## src/rtl/pc_return_stack.sv

```systemverilog
// Circular return-address stack for the program counter: CALL/interrupt push,
// RETURN/RETLW/RETFIE pop, with saturating depth count, sticky error flags and a peek port.
module pc_return_stack #(
  parameter int WIDTH = 13,
  parameter int DEPTH = 8,
  parameter int PTR_W = 3
) (
  input  logic             clk,
  input  logic             rst,
  input  logic             push,
  input  logic             pop,
  input  logic [WIDTH-1:0] in,
  output logic [WIDTH-1:0] out,
  output logic [PTR_W:0]   count,
  output logic             full,
  output logic             empty,
  output logic             overflow,
  output logic             underflow,
  input  logic             clr_flags,
  input  logic [PTR_W-1:0] peek_idx,
  output logic [WIDTH-1:0] peek_data
);

  localparam logic [PTR_W:0] DEPTH_C = (PTR_W + 1)'(DEPTH);

  logic [WIDTH-1:0] mem [DEPTH];
  logic [PTR_W-1:0] ptr;
  logic [PTR_W-1:0] top_idx;
  logic [PTR_W-1:0] peek_addr;
  logic             ovf_set;
  logic             udf_set;

  always_comb begin
    top_idx   = ptr - PTR_W'(1);
    peek_addr = top_idx - peek_idx;
    out       = mem[top_idx];
    peek_data = mem[peek_addr];
    full      = (count == DEPTH_C);
    empty     = (count == '0);
    // A replace (push+pop) never overflows; any pop on empty underflows.
    ovf_set   = push & ~pop & full;
    udf_set   = pop & empty;
  end

  always_ff @(posedge clk) begin
    if (rst) begin
      ptr       <= '0;
      count     <= '0;
      overflow  <= 1'b0;
      underflow <= 1'b0;
      for (int unsigned i = 0; i < DEPTH; i++) begin
        mem[i] <= '0;
      end
    end else begin
      case ({push, pop})
        2'b10: begin
          mem[ptr] <= in;
          ptr      <= ptr + PTR_W'(1);
          if (!full) count <= count + (PTR_W + 1)'(1);
        end
        2'b01: begin
          ptr <= ptr - PTR_W'(1);
          if (!empty) count <= count - (PTR_W + 1)'(1);
        end
        2'b11: begin
          mem[top_idx] <= in;
          if (empty) count <= (PTR_W + 1)'(1);
        end
        default: ;
      endcase
      overflow  <= ovf_set | (overflow & ~clr_flags);
      underflow <= udf_set | (underflow & ~clr_flags);
    end
  end

endmodule

```

## config.mk

```make
export PLATFORM = sky130hd
export DESIGN_NAME = pc_return_stack
export DESIGN_NICKNAME = d
export VERILOG_FILES = /design/src/rtl/pc_return_stack.sv
export SDC_FILE = /design/constraint.sdc
export NUM_CORES = 1
export LEC_CHECK = 0
export CAP_MARGIN = 0
export CORE_ASPECT_RATIO = 0.9
export CORE_MARGIN = 1
export CORE_UTILIZATION = 53
export CTS_CLUSTER_DIAMETER = 80
export DETAILED_ROUTE_END_ITERATION = 16
export PLACE_DENSITY = 0.87
export SLEW_MARGIN = 20
export SYNTH_ARGS = -nofsm -noshare
export SYNTH_HDL_FRONTEND = slang
export SYNTH_SLANG_ARGS = --single-unit
export TNS_END_PERCENT = 1
```

## constraint.sdc

```tcl
create_clock -name clk -period 4.9 [get_ports clk]
set_input_delay 1.225 -clock clk [delete_from_list [all_inputs] [get_ports clk]]
set_output_delay 1.225 -clock clk [all_outputs]
set_load 0.01 [all_outputs]
```

# Yosys cells after proc, flatten, opt, wreduce, memory -nomap -nowiden
# Memory sizes are Yosys's and may differ from the RTL's.
# Index checks and enable logic that the tools add are counted.
# totals
in_bits,21
memories,1
wordCells,51
mem_bits_rw,104
reg_bits,9
# memory_table
memory,words,width,read_ports,rd_ports_with_merged_regs,wr,line,rtl
mem,8,13,2,0,8,26,logic [WIDTH-1:0] mem [DEPTH];
# op_classes
n_bitwise,9
n_reduce_logical,6
mux,19
add_sub_neg,5
eq_ne,7
# op_table
operator,n
13-bit 2-to-1 mux,2
13-bit OR reduction,2
4-bit 2-to-1 mux,3
4-bit case mux with 3 select lines,1
1-bit 2-to-1 mux,10
3-bit 2-to-1 mux,2
2-bit inequality test (second input constant),3
3-bit case mux with 2 select lines,1
1-bit AND,5
4-bit by 1-bit adder with 4-bit output (second input constant),1
2-bit == test (second input constant),2
4-bit == test (second input constant),1
4-bit logical NOT,1
4-bit AND reduction,1
4-bit by 1-bit subtractor with 4-bit output (second input constant),1
3-bit by 1-bit adder with 3-bit output (second input constant),1
3-bit nonzero test,1
3-bit by 1-bit subtractor with 3-bit output (second input constant),1
3-bit subtractor,1
2-bit by 1-bit == test with 1-bit output (second input constant),1
1-bit inverter,2
1-bit bitwise OR,2
2-bit nonzero test,1

# Longest topological paths before layout
# Gate-level depths: netlist of run 1.
# depth
ltp_word,7
mapped_depth,10
depth_no_buf,8

# Least setup slack after synthesis of run 1
# Ideal clock, no wire load.
# synth_timing
path_kind,flip-flop to output port
startpoint,register ptr[0]
endpoint,output port peek_data[2]
setup_slack_ps,87
path_stages_with_launch,11
arrival_ps,3588
n_path_buf,3
cell_sequence,dfxtp_1 -> clkbuf_1 -> buf_1 -> inv_1 -> ha_1 -> fa_1 -> xnor2_1 -> xnor2_2 -> buf_6 -> mux4_1 -> mux2_2
# synth_via
elab_chain_cells,3
# synth_lines
element,line,rtl
start: declaration,27,logic [PTR_W-1:0] ptr;
start signal: assignment,58,ptr <= ptr + PTR_W'(1);
start signal: assignment,62,ptr <= ptr - PTR_W'(1);
3-bit by 1-bit subtractor with 3-bit output,34,top_idx = ptr - PTR_W'(1);
3-bit subtractor,35,peek_addr = top_idx - peek_idx;
memory 8 x 13 bit,n/a,
end: declaration,21,output logic [WIDTH-1:0] peek_data
# No other way between the ends.

# Final worst setup path of run 1
# layout_timing
startpoint,input port peek_idx[0]
endpoint,output port peek_data[8]
# layout_via
elab_chain_cells,2
# layout_lines
element,line,rtl
start: declaration,20,"input logic [PTR_W-1:0] peek_idx,"
3-bit subtractor,35,
memory 8 x 13 bit,n/a,
# No other way between the ends.

==> impl_metrics.toml, run 1 <==
[worst_setup_path]
path_max_fanout = 6
cpMostUsedCell = "buf_12"
crit_type = "in2out"
critPathArrivalTime_ns = 3.60
timing.critical_path.buf_inv = 5
start_kind = "primary input"
cp_slowest_stage_delay_ns = 0.48
cp.required_ns = 3.67
cpLargestDelayFamily = "multiplexers"
slowest_stage = "mux4_2"
end_kind = "output port"
path_cells = "clkdlybuf4s15_1 -> ha_2 -> fa_2 -> xnor2_4 -> xnor2_4 -> buf_12 -> buf_12 -> buf_12 -> mux4_2 -> mux2_4 -> buf_6"

[cells_and_area]
drive_gt1_share_pct = 30.4
fillCellCount = 705
synthToLayoutAreaGrowth_pct = 23.4
stdcell_area_mm2 = 0.00782
utilization_pct = 67.8
finalNetCount = 524
diodes = 0

[sta]
period_needed_ns = 4.82
finalCritPeriodShare_pct = 98.4
tightest_slew_ns = 0.768
rsz0062_at_grt = "no"
relSlewSlack_pct = 48.8
finalMaxSlewViolations = 0
whs_ns = 0.475
skew_ns = 0.00695
setup_viol = 0
hold_viol = 0
max_freq_mhz = 207

[global_route]
grt_start_max_net_pins = 32
grt_usage_pct = 27.8
grt_pass1_wl_mm = 24.2
gr-total-overflow = 0
antenna_found_initial = 0
grt_pass1_vias = 4321

[clock_tree]
clkLatencyLatePin_ns = 0.42
cts_buffer_depth = 2
hold_buffers = 0
cts_sinks = 113
clk_pin_slew_ns = 0.05
numCtsBuffers = 17
h-tree-depth = 4
clockRootBuffer = "clkbuf_16"
cts_tree = "yes"

[pwr]
p_clk_share_pct = 36.4
switching_power_w = 0.000942
leakage_nw = 2.97
p_seq_share_pct = 32.9
irDropWorstVdd_mv = 0.275
power.density_mw_per_mm2 = 450
swShare_pct = 26.8
p_int_w = 0.00258
combPwrFrac_pct = 30.8
power.total_w = 0.00352

[synth]
yosysMostFrequentCell = "edfxtp_1"
netlist_area_mm2 = 0.00634
syn_nets = 460
synthTopCellsByCount = "edfxtp_1, and2_1, mux4_2, mux2_2, and3_1"
synthTopCellsByArea = "edfxtp_1, mux4_2, and2_1, mux2_2, dfxtp_1"
synth-async-reset-ratio_pct = 0
synth-edff-count = 104
ys_ff_latch = 113
ys_seq_area_share_pct = 52.1
ys_warn_count = 0
synth_top_area_share_pct = 49.3
synth_cells = 430
synth_area_leader_cell = "edfxtp_1"
synth_flop_cell = "edfxtp_1"
syn_avg_cell_area_um2 = 14.7
synth.distinct_cells = 48

[drt]
wire_per_inst_um = 24.0
dr.pass1.iters = 5
drc = 0
num_vias = 4239
finalWirelength_mm = 15.9
vias_per_cell = 6.40
antenna_left = 0
drt-initial-drc-count = 482

[place]
placed_area_mm2 = 0.00713
hpwl_mm = 9.43
routabilityCongestion = 0.819
port_buffers = 54

[run]
cap_violations = 0

[outcome]
outcome = "finished, final reports clean"

[floorplanning]
die_x_um = 117
fp-row-count = 37
die_y_um = 106
die_area_mm2 = 0.0124
start_util_pct = 55.0
core_area_mm2 = 0.0115
ioPinCount = 55

[hold_path]
hp-class = "reg2reg"
==> final timing paths <==
| path | start | endpoint | slack [ns] | cells after the start |
|---|---|---|---|---|
| min reg2reg | overflow | overflow | 0.47 | 2 |
| max reg2reg | ptr[1] | mem[0][5] | 1.82 | 6 |
| max | peek_idx[0] | peek_data[8] | 0.08 | 11 |
| min | overflow | overflow | 0.47 | 2 |
==> tightest hold or removal path: stages (launching register included) <==
cell,delay (ns)
dfxtp_1,0.31
nand2b_1,0.06
a21oi_1,0.06
==> kinds of logic after synthesis <==
kind of cell | synth area share (%)
AND/OR/NAND/NOR | 14.6
flip-flops | 52.1
multiplexers | 23.9
buffers and inverters | 2.65
AO/OA/AOI/OAI | 3.57
adder cells (fa/ha/maj) | 1.90
XOR/XNOR | 1.24
==> power groups by stage <==
| stage | logic [W] | clock network, W | registers, W |
|---|---|---|---|
| 2_1_floorplan | 0.000629 | 0 | 0.00115 |
| 3_3_place_gp | 0.000976 | 0 | 0.00117 |
| 3_5_place_dp | 0.000993 | 0 | 0.00117 |
| 4_1_cts | 0.00111 | 0.00128 | 0.00116 |
| 5_1_grt | 0.00114 | 0.00133 | 0.00116 |
| 6_report | 0.00108 | 0.00128 | 0.00116 |
==> routing by layer <==
metal | GRT usage, % | wire (um) | vias to the layer above | share of wire, %
met5 | 0 | 0 | - | 0
met4 | 14.4 | 564 | 0 | 3.5
met3 | 6.15 | 1340 | 59 | 8.4
met2 | 45.7 | 8130 | 257 | 51
met1 | 34.4 | 5850 | 2110 | 37
li1 | - | - | 1813 | -
==> layout by cell type, fill, tap and decap left out, types with 3 or more instances in the layout <==
cell | netlist | routed
nor2_1 | 6 | 6
a211oi_1 | 6 | 6
and2_1 | 78 | 78
inv_1 | 8 | 8
dfxtp_1 | 9 | 8
ha_1 | 8 | 7
clkinvlp_4 | 0 | 4
mux2_4 | 0 | 5
mux4_1 | 6 | 4
clkdlybuf4s50_1 | 0 | 39
a21oi_1 | 9 | 9
a21o_1 | 3 | 3
or2_2 | 6 | 6
buf_6 | 2 | 3
buf_2 | 2 | 10
and3_1 | 26 | 26
edfxtp_1 | 104 | 104
nor3_1 | 3 | 3
mux4_2 | 46 | 48
bufinv_16 | 0 | 4
a221oi_1 | 3 | 3
buf_4 | 0 | 16
buf_12 | 0 | 6
mux2_2 | 27 | 22
clkbuf_16 | 0 | 17
o21ai_0 | 7 | 7
xor2_1 | 3 | 3
nor2b_1 | 7 | 7
==> flip-flops by register name, indices dropped and copies added, names as in the netlist <==
name       flops
mem          104
count          4
overflow       1
ptr            3
underflow      1
==> timing repair <==
item / CTS / global route
pin swaps: 4 / 3
setup endpoints to repair: 13 / 12
gates cloned: 2 / 0
gates resized for setup: 71 / 0
buffers inserted: 3 / 0
endpoints found under the hold margin: 0 / 0
==> stage by stage <==
step / cells / setup TNS, ns / worst slack (ns)
floorplan: 430 / 0 / 0.0873
global placement: 627 / -7.36 / -0.627
detailed placement: 627 / -7.54 / -0.641
CTS: 663 / 0 / 0.00151
global route: 662 / 0 / 0.0185
finish: 662 / 0 / 0.0773
==> cell type report <==
cell class              count  area (um2)  share of cell area [%]
flip-flops and latches    113        3300                    42.3
multi-input cells         277        2910                    37.3
repair buffers             77         761                    9.73
clock buffers              17         425                    5.44
well taps                 156         195                    2.50
clock inverters            14         190                    2.43
inverters                   8        30.0                   0.384
(Power assumes the default switching activity.)
==> run 2, diff against run 1 <==
--- a/config.mk
+++ b/config.mk
@@ -13,3 +13,3 @@
 export DETAILED_ROUTE_END_ITERATION = 16
-export PLACE_DENSITY = 0.87
+export PLACE_DENSITY_LB_ADDON = 0.2
 export SLEW_MARGIN = 20
--- a/constraint.sdc
+++ b/constraint.sdc
@@ -3,2 +3,2 @@
 set_output_delay 1.225 -clock clk [all_outputs]
-set_load 0.01 [all_outputs]
+set_load 0.005 [all_outputs]
==> run 2 against run 1 <==
Setup slack better by 0.0038 ns; maximum frequency about the same; clock skew up 0.0012 ns; combinational power up 4%; first-iteration DRC count down 22%; power up 0.16%; sequential power about the same; critical path type unchanged; final cell count up 1.2%; critical path depth down 1; hold slack better by 0.0091 ns; register-to-register slack better by 0.30 ns.
==> impl_metrics.toml, run 2 (synthesized netlist as in run 1, its figures left out) <==
[outcome]
outcome = "finished, final reports clean"

[sta]
relSlewSlack_pct = 54.6
hold_viol = 0
finalCritPeriodShare_pct = 98.3
period_needed_ns = 4.82
skew_ns = 0.00813
fin_setup_tns_ns = 0
setup_viol = 0
tightest_slew_ns = 0.681
max_freq_mhz = 208
finalMaxSlewViolations = 0
rsz0062_at_grt = "no"

[clock_tree]
clkLatencyLatePin_ns = 0.41
cts_tree = "yes"
numCtsBuffers = 17
clockRootBuffer = "clkbuf_16"
hold_buffers = 0
clk_pin_slew_ns = 0.05
h-tree-depth = 4
cts_buffer_depth = 2
cts_sinks = 113

[hold_path]
hold_end = "overflow"
hold_start = "overflow"
hold_path_depth = 2
hp-class = "reg2reg"

[global_route]
grt_pass1_wl_mm = 24.0
grt_pass1_vias = 4266
grt_usage_pct = 27.6
antenna_found_initial = 0
gr-total-overflow = 0
grt_start_max_net_pins = 32

[floorplanning]
die_x_um = 117
die_area_mm2 = 0.0124
ioPinCount = 55
fp-row-count = 37
start_util_pct = 55.0
core_area_mm2 = 0.0115
die_y_um = 106

[worst_setup_path]
r2r_start = "ptr[1]"
rr_endpoint = "mem[2][2]"
end_kind = "output port"
crit_type = "in2out"
r2r_slack_ns = 2.12
critPathArrivalTime_ns = 3.59
path_max_fanout = 6
cp.required_ns = 3.67
r2r_cells = 6
start_kind = "primary input"

[cells_and_area]
finalNetCount = 532
final_common_cell = "edfxtp_1"
top_regs = "mem (104), count (4), ptr (3)"
fillCellCount = 785
drive_gt1_share_pct = 30.9
seqCellArea_mm2 = 0.00330
final_cell_mix = "edfxtp_1, and2_1, mux4_2"
synthToLayoutAreaGrowth_pct = 24.7
multi_input_area_mm2 = 0.00293
utilization_pct = 68.5
diodes = 0
largest-register = "mem"
largest_reg_flops = 104

[drt]
dr.pass1.iters = 5
vias_per_cell = 6.17
antenna_left = 0
drt-initial-drc-count = 374
drc = 0
finalWirelength_mm = 15.4
num_vias = 4136
wire_per_inst_um = 22.9

[run]
cap_violations = 0

[pwr]
irDropWorstVdd_mv = 0.252
power.density_mw_per_mm2 = 446
leakage_nw = 3.03

[place]
port_buffers = 54
hpwl_mm = 9.43
routabilityCongestion = 0.843
## run 2: changes by cell type in the layout (fill, tap and decap cells not counted), moves of 3 or more
cell      previous run  this run
clkinv_2             2         5
mux2_4               5        10
mux2_2              22        17
buf_4               16        20
## run 2: critical path, cell delays in order
cell and delay [ns]:
dlygate4sd2_1 0.26, fa_2 0.43, xnor2_4 0.16, xnor2_4 0.25
buf_6 0.15, buf_12 0.10, buf_16 0.13, mux4_2 0.48
mux2_4 0.28, buf_2 0.13
## run 2: worst max path at each step
stage / start / to / slack, ns / depth (start not counted)
after floorplan: ptr[0] / peek_data[2] / 0.11 / 10
after global placement: peek_idx[0] / peek_data[4] / -0.57 / 9
after detailed placement: peek_idx[0] / peek_data[1] / -0.58 / 9
after CTS: peek_idx[0] / peek_data[9] / 0.02 / 11
after global routing: peek_idx[1] / peek_data[6] / 0.009 / 10
final: peek_idx[1] / peek_data[6] / 0.08 / 10
## run 2: area by class of cell
cell class	instances	area share, %
Multi-Input combinational cell	277	37.1
Tap cell	156	2.47
Clock buffer	17	5.38
Inverter	8	0.380
Timing Repair Buffer	85	10.7
Clock inverter	14	2.17
Sequential cell	113	41.8
## run 2: layer usage
layer	routed length (um)	share of wire, %	GRT usage (%)	vias to the layer above
met4	393	2.6	12.3	0
met2	7780	51	44.8	190
met3	1260	8.2	6.67	30
li1	-	-	-	1830
met1	5950	39	35.1	2086
met5	0	0	0	-
## run 2: where the power goes
| part | internal [W] | leakage, nW | switching (W) |
|---|---|---|---|
| Sequential | 0.00111 | 1.15 | 0.0000375 |
| Clock | 0.000835 | 0.291 | 0.000421 |
| Combinational | 0.000674 | 1.59 | 0.000442 |
| Total | 0.00262 | 3.03 | 0.000900 |
## run 2: repair_timing
item,in CTS,in global routing
buffers inserted,8,0
pin swaps,3,3
hold endpoints to repair,0,0
resized for setup,72,0
gates cloned,2,0
setup endpoints to repair,13,13
## run 2: per-stage QoR
step	hold slack (ns)	cells	power, W	setup slack (ns)	cell area [um2]
6_report	0.484	670	0.00352	0.0811	7900
5_1_grt	0.519	670	0.00365	0.00942	7900
4_1_cts	0.494	670	0.00353	0.0160	7900
3_5_place_dp	0.486	629	0.00214	-0.583	7140
3_3_place_gp	0.471	629	0.00212	-0.569	7140
2_1_floorplan	0.466	430	0.00174	0.108	6340
==> run 3, diff against run 2 <==
ABC_AREA = 0   (was not set)
PLACE_DENSITY_LB_ADDON = 0.12   (was 0.2)
clock period = 3.99 ns   (was 4.9 ns; I/O delays follow)
==> run 3 against run 2 <==
The flow now finishes with violations (setup timing); register-to-register slack worse by 0.84 ns; combinational power up 26%; first-iteration DRC count is 28% lower; via count down 0.19%; clock power rose by 16%; power is 22% higher; largest power group unchanged.
==> impl_metrics.toml, run 3 (synthesized netlist as in run 1, its figures left out) <==
[drt]
drt-initial-drc-count = 271
wire_per_inst_um = 22.7
antenna_left = 0
drc = 0
dr.pass1.iters = 5
vias_per_cell = 6.12
num_vias = 4128
finalWirelength_mm = 15.3

[place]
place_ws_ns = -0.996
port_buffers = 54
dp.cells = 637
routabilityCongestion = 0.842
hpwl_mm = 9.57

[worst_setup_path]
r2r_cells = 6
start_kind = "primary input"
crit_type = "in2out"
r2r_slack_ns = 1.28
cp.required_ns = 2.99
r2r_start = "ptr[0]"
slowest_stage = "mux4_2"
path_cells = "buf_6 -> ha_4 -> fa_2 -> xnor2_4 -> xnor2_4 -> buf_6 -> buf_6 -> buf_16 -> mux4_2 -> mux2_4 -> buf_6"
worstSetupStartpoint = "peek_idx[0]"
cp_slowest_stage_delay_ns = 0.51
endpoint = "peek_data[11]"
critPathArrivalTime_ns = 3.27
cpMostUsedCell = "buf_6"
path_max_fanout = 6
end_kind = "output port"
rr_endpoint = "mem[4][5]"

[sta]
rsz0062_at_grt = "yes"
whs_ns = 0.484
finalMaxSlewViolations = 0
hold_viol = 0
tightest_slew_ns = 0.718
finalCritPeriodShare_pct = 107
setup_viol = 13
skew_ns = 0.00623
max_freq_mhz = 235
setup_ws_ns = -0.273
relSlewSlack_pct = 51.7
period_needed_ns = 4.26
fin_setup_tns_ns = -3.07

[pwr]
p_seq_share_pct = 33.0
combPwrFrac_pct = 32.9
irDropWorstVdd_mv = 0.411
switching_power_w = 0.00113
p_clk_share_pct = 34.0
swShare_pct = 26.4
leakage_nw = 3.04
p_int_w = 0.00315
power.density_mw_per_mm2 = 539

[cells_and_area]
final_common_cell = "edfxtp_1"
final_cell_mix = "edfxtp_1, and2_1, mux4_2"
synthToLayoutAreaGrowth_pct = 25.4
utilization_pct = 68.9
largest-register = "mem"
drive_gt1_share_pct = 33.1
largest_reg_flops = 104
top_regs = "mem (104), count (4), ptr (3)"
diodes = 0
finalNetCount = 536
stdcell_count = 675
fillCellCount = 801

[global_route]
grt_pass1_wl_mm = 23.1
grt_usage_pct = 26.7
grt_start_max_net_pins = 36
grt_pass1_vias = 4161
gr-total-overflow = 0
antenna_found_initial = 0

[outcome]
outcome = "finished with violations"
violations = "setup timing"

[floorplanning]
ioPinCount = 55
die_x_um = 117
die_y_um = 106
die_area_mm2 = 0.0124
fp-row-count = 37
start_util_pct = 55.0
core_area_mm2 = 0.0115

[hold_path]
hold_path_depth = 2
hp-class = "reg2reg"

[clock_tree]
clk_pin_slew_ns = 0.06
cts_buffer_depth = 2
clkLatencyLatePin_ns = 0.41
numCtsBuffers = 17
cts_sinks = 113
cts_tree = "yes"
clockRootBuffer = "clkbuf_16"
h-tree-depth = 4

[run]
cap_violations = 0
-- run 3: changes by cell type in the layout (fill, tap and decap cells not counted), moves of 2 or more --
cell	previous run	this run
clkdlybuf4s15_1	2	0
clkinv_4	0	2
buf_2	9	2
clkinv_1	3	0
inv_6	0	3
buf_4	20	25
mux4_1	3	0
clkbuf_1	0	2
dlygate4sd2_1	2	0
buf_6	5	15
mux4_2	49	52
bufinv_16	4	2
-- run 3: layer usage --
metal	vias to the layer above	GRT usage, %	wire length, um
met2	165	42.4	7630
met4	0	9.86	279
met5	-	0	0
met3	23	5.46	916
met1	2102	36.5	6460
li1	1838	-	-
-- run 3: area by class of cell --
cell class | count | area (um2) | area share, %
clock inverter | 13 | 136 | 1.72
tap | 156 | 195 | 2.46
clock buffer | 19 | 433 | 5.45
sequential | 113 | 3300 | 41.6
inverter | 8 | 30.0 | 0.378
timing repair buffer | 89 | 917 | 11.5
multi-input combinational | 277 | 2930 | 36.9
-- run 3: worst min-delay path by stage --
stage               startpoint       end
finish                overflow  overflow
CTS                   overflow  overflow
global placement      overflow  overflow
global route          overflow  overflow
detailed placement    overflow  overflow
floorplan             overflow  overflow
-- run 3: through the flow --
stage	cell area [um2]	power, W
after floorplan	6400	0.00218
after global placement	7250	0.00264
after detailed placement	7250	0.00266
after CTS	7950	0.00430
after global routing	7950	0.00444
final	7950	0.00428
-- run 3: critical path: cells and delay by family --
family | cells | cell delay, ns
buf+inv | 5 | 0.61
fa+ha+maj | 2 | 0.51
xor+xnor | 2 | 0.35
mux | 2 | 0.80
-- run 3: timing repair --
item / CTS / global route
buffers inserted: 5 / 0
gates cloned: 2 / 0
pin swaps: 4 / 0
hold endpoints to repair: 0 / 0
gates resized for setup: 87 / 1
endpoints found under the setup margin: 13 / 13
hold buffers: 0 / 0
-- run 3: power groups by stage --
stage / Combinational [W] / Clock (W) / Sequential [W]
3_5_place_dp: 0.00122 / 0 / 0.00144
6_report: 0.00141 / 0.00146 / 0.00142
3_3_place_gp: 0.00120 / 0 / 0.00143
2_1_floorplan: 0.000764 / 0 / 0.00141
4_1_cts: 0.00142 / 0.00147 / 0.00141
5_1_grt: 0.00150 / 0.00152 / 0.00142
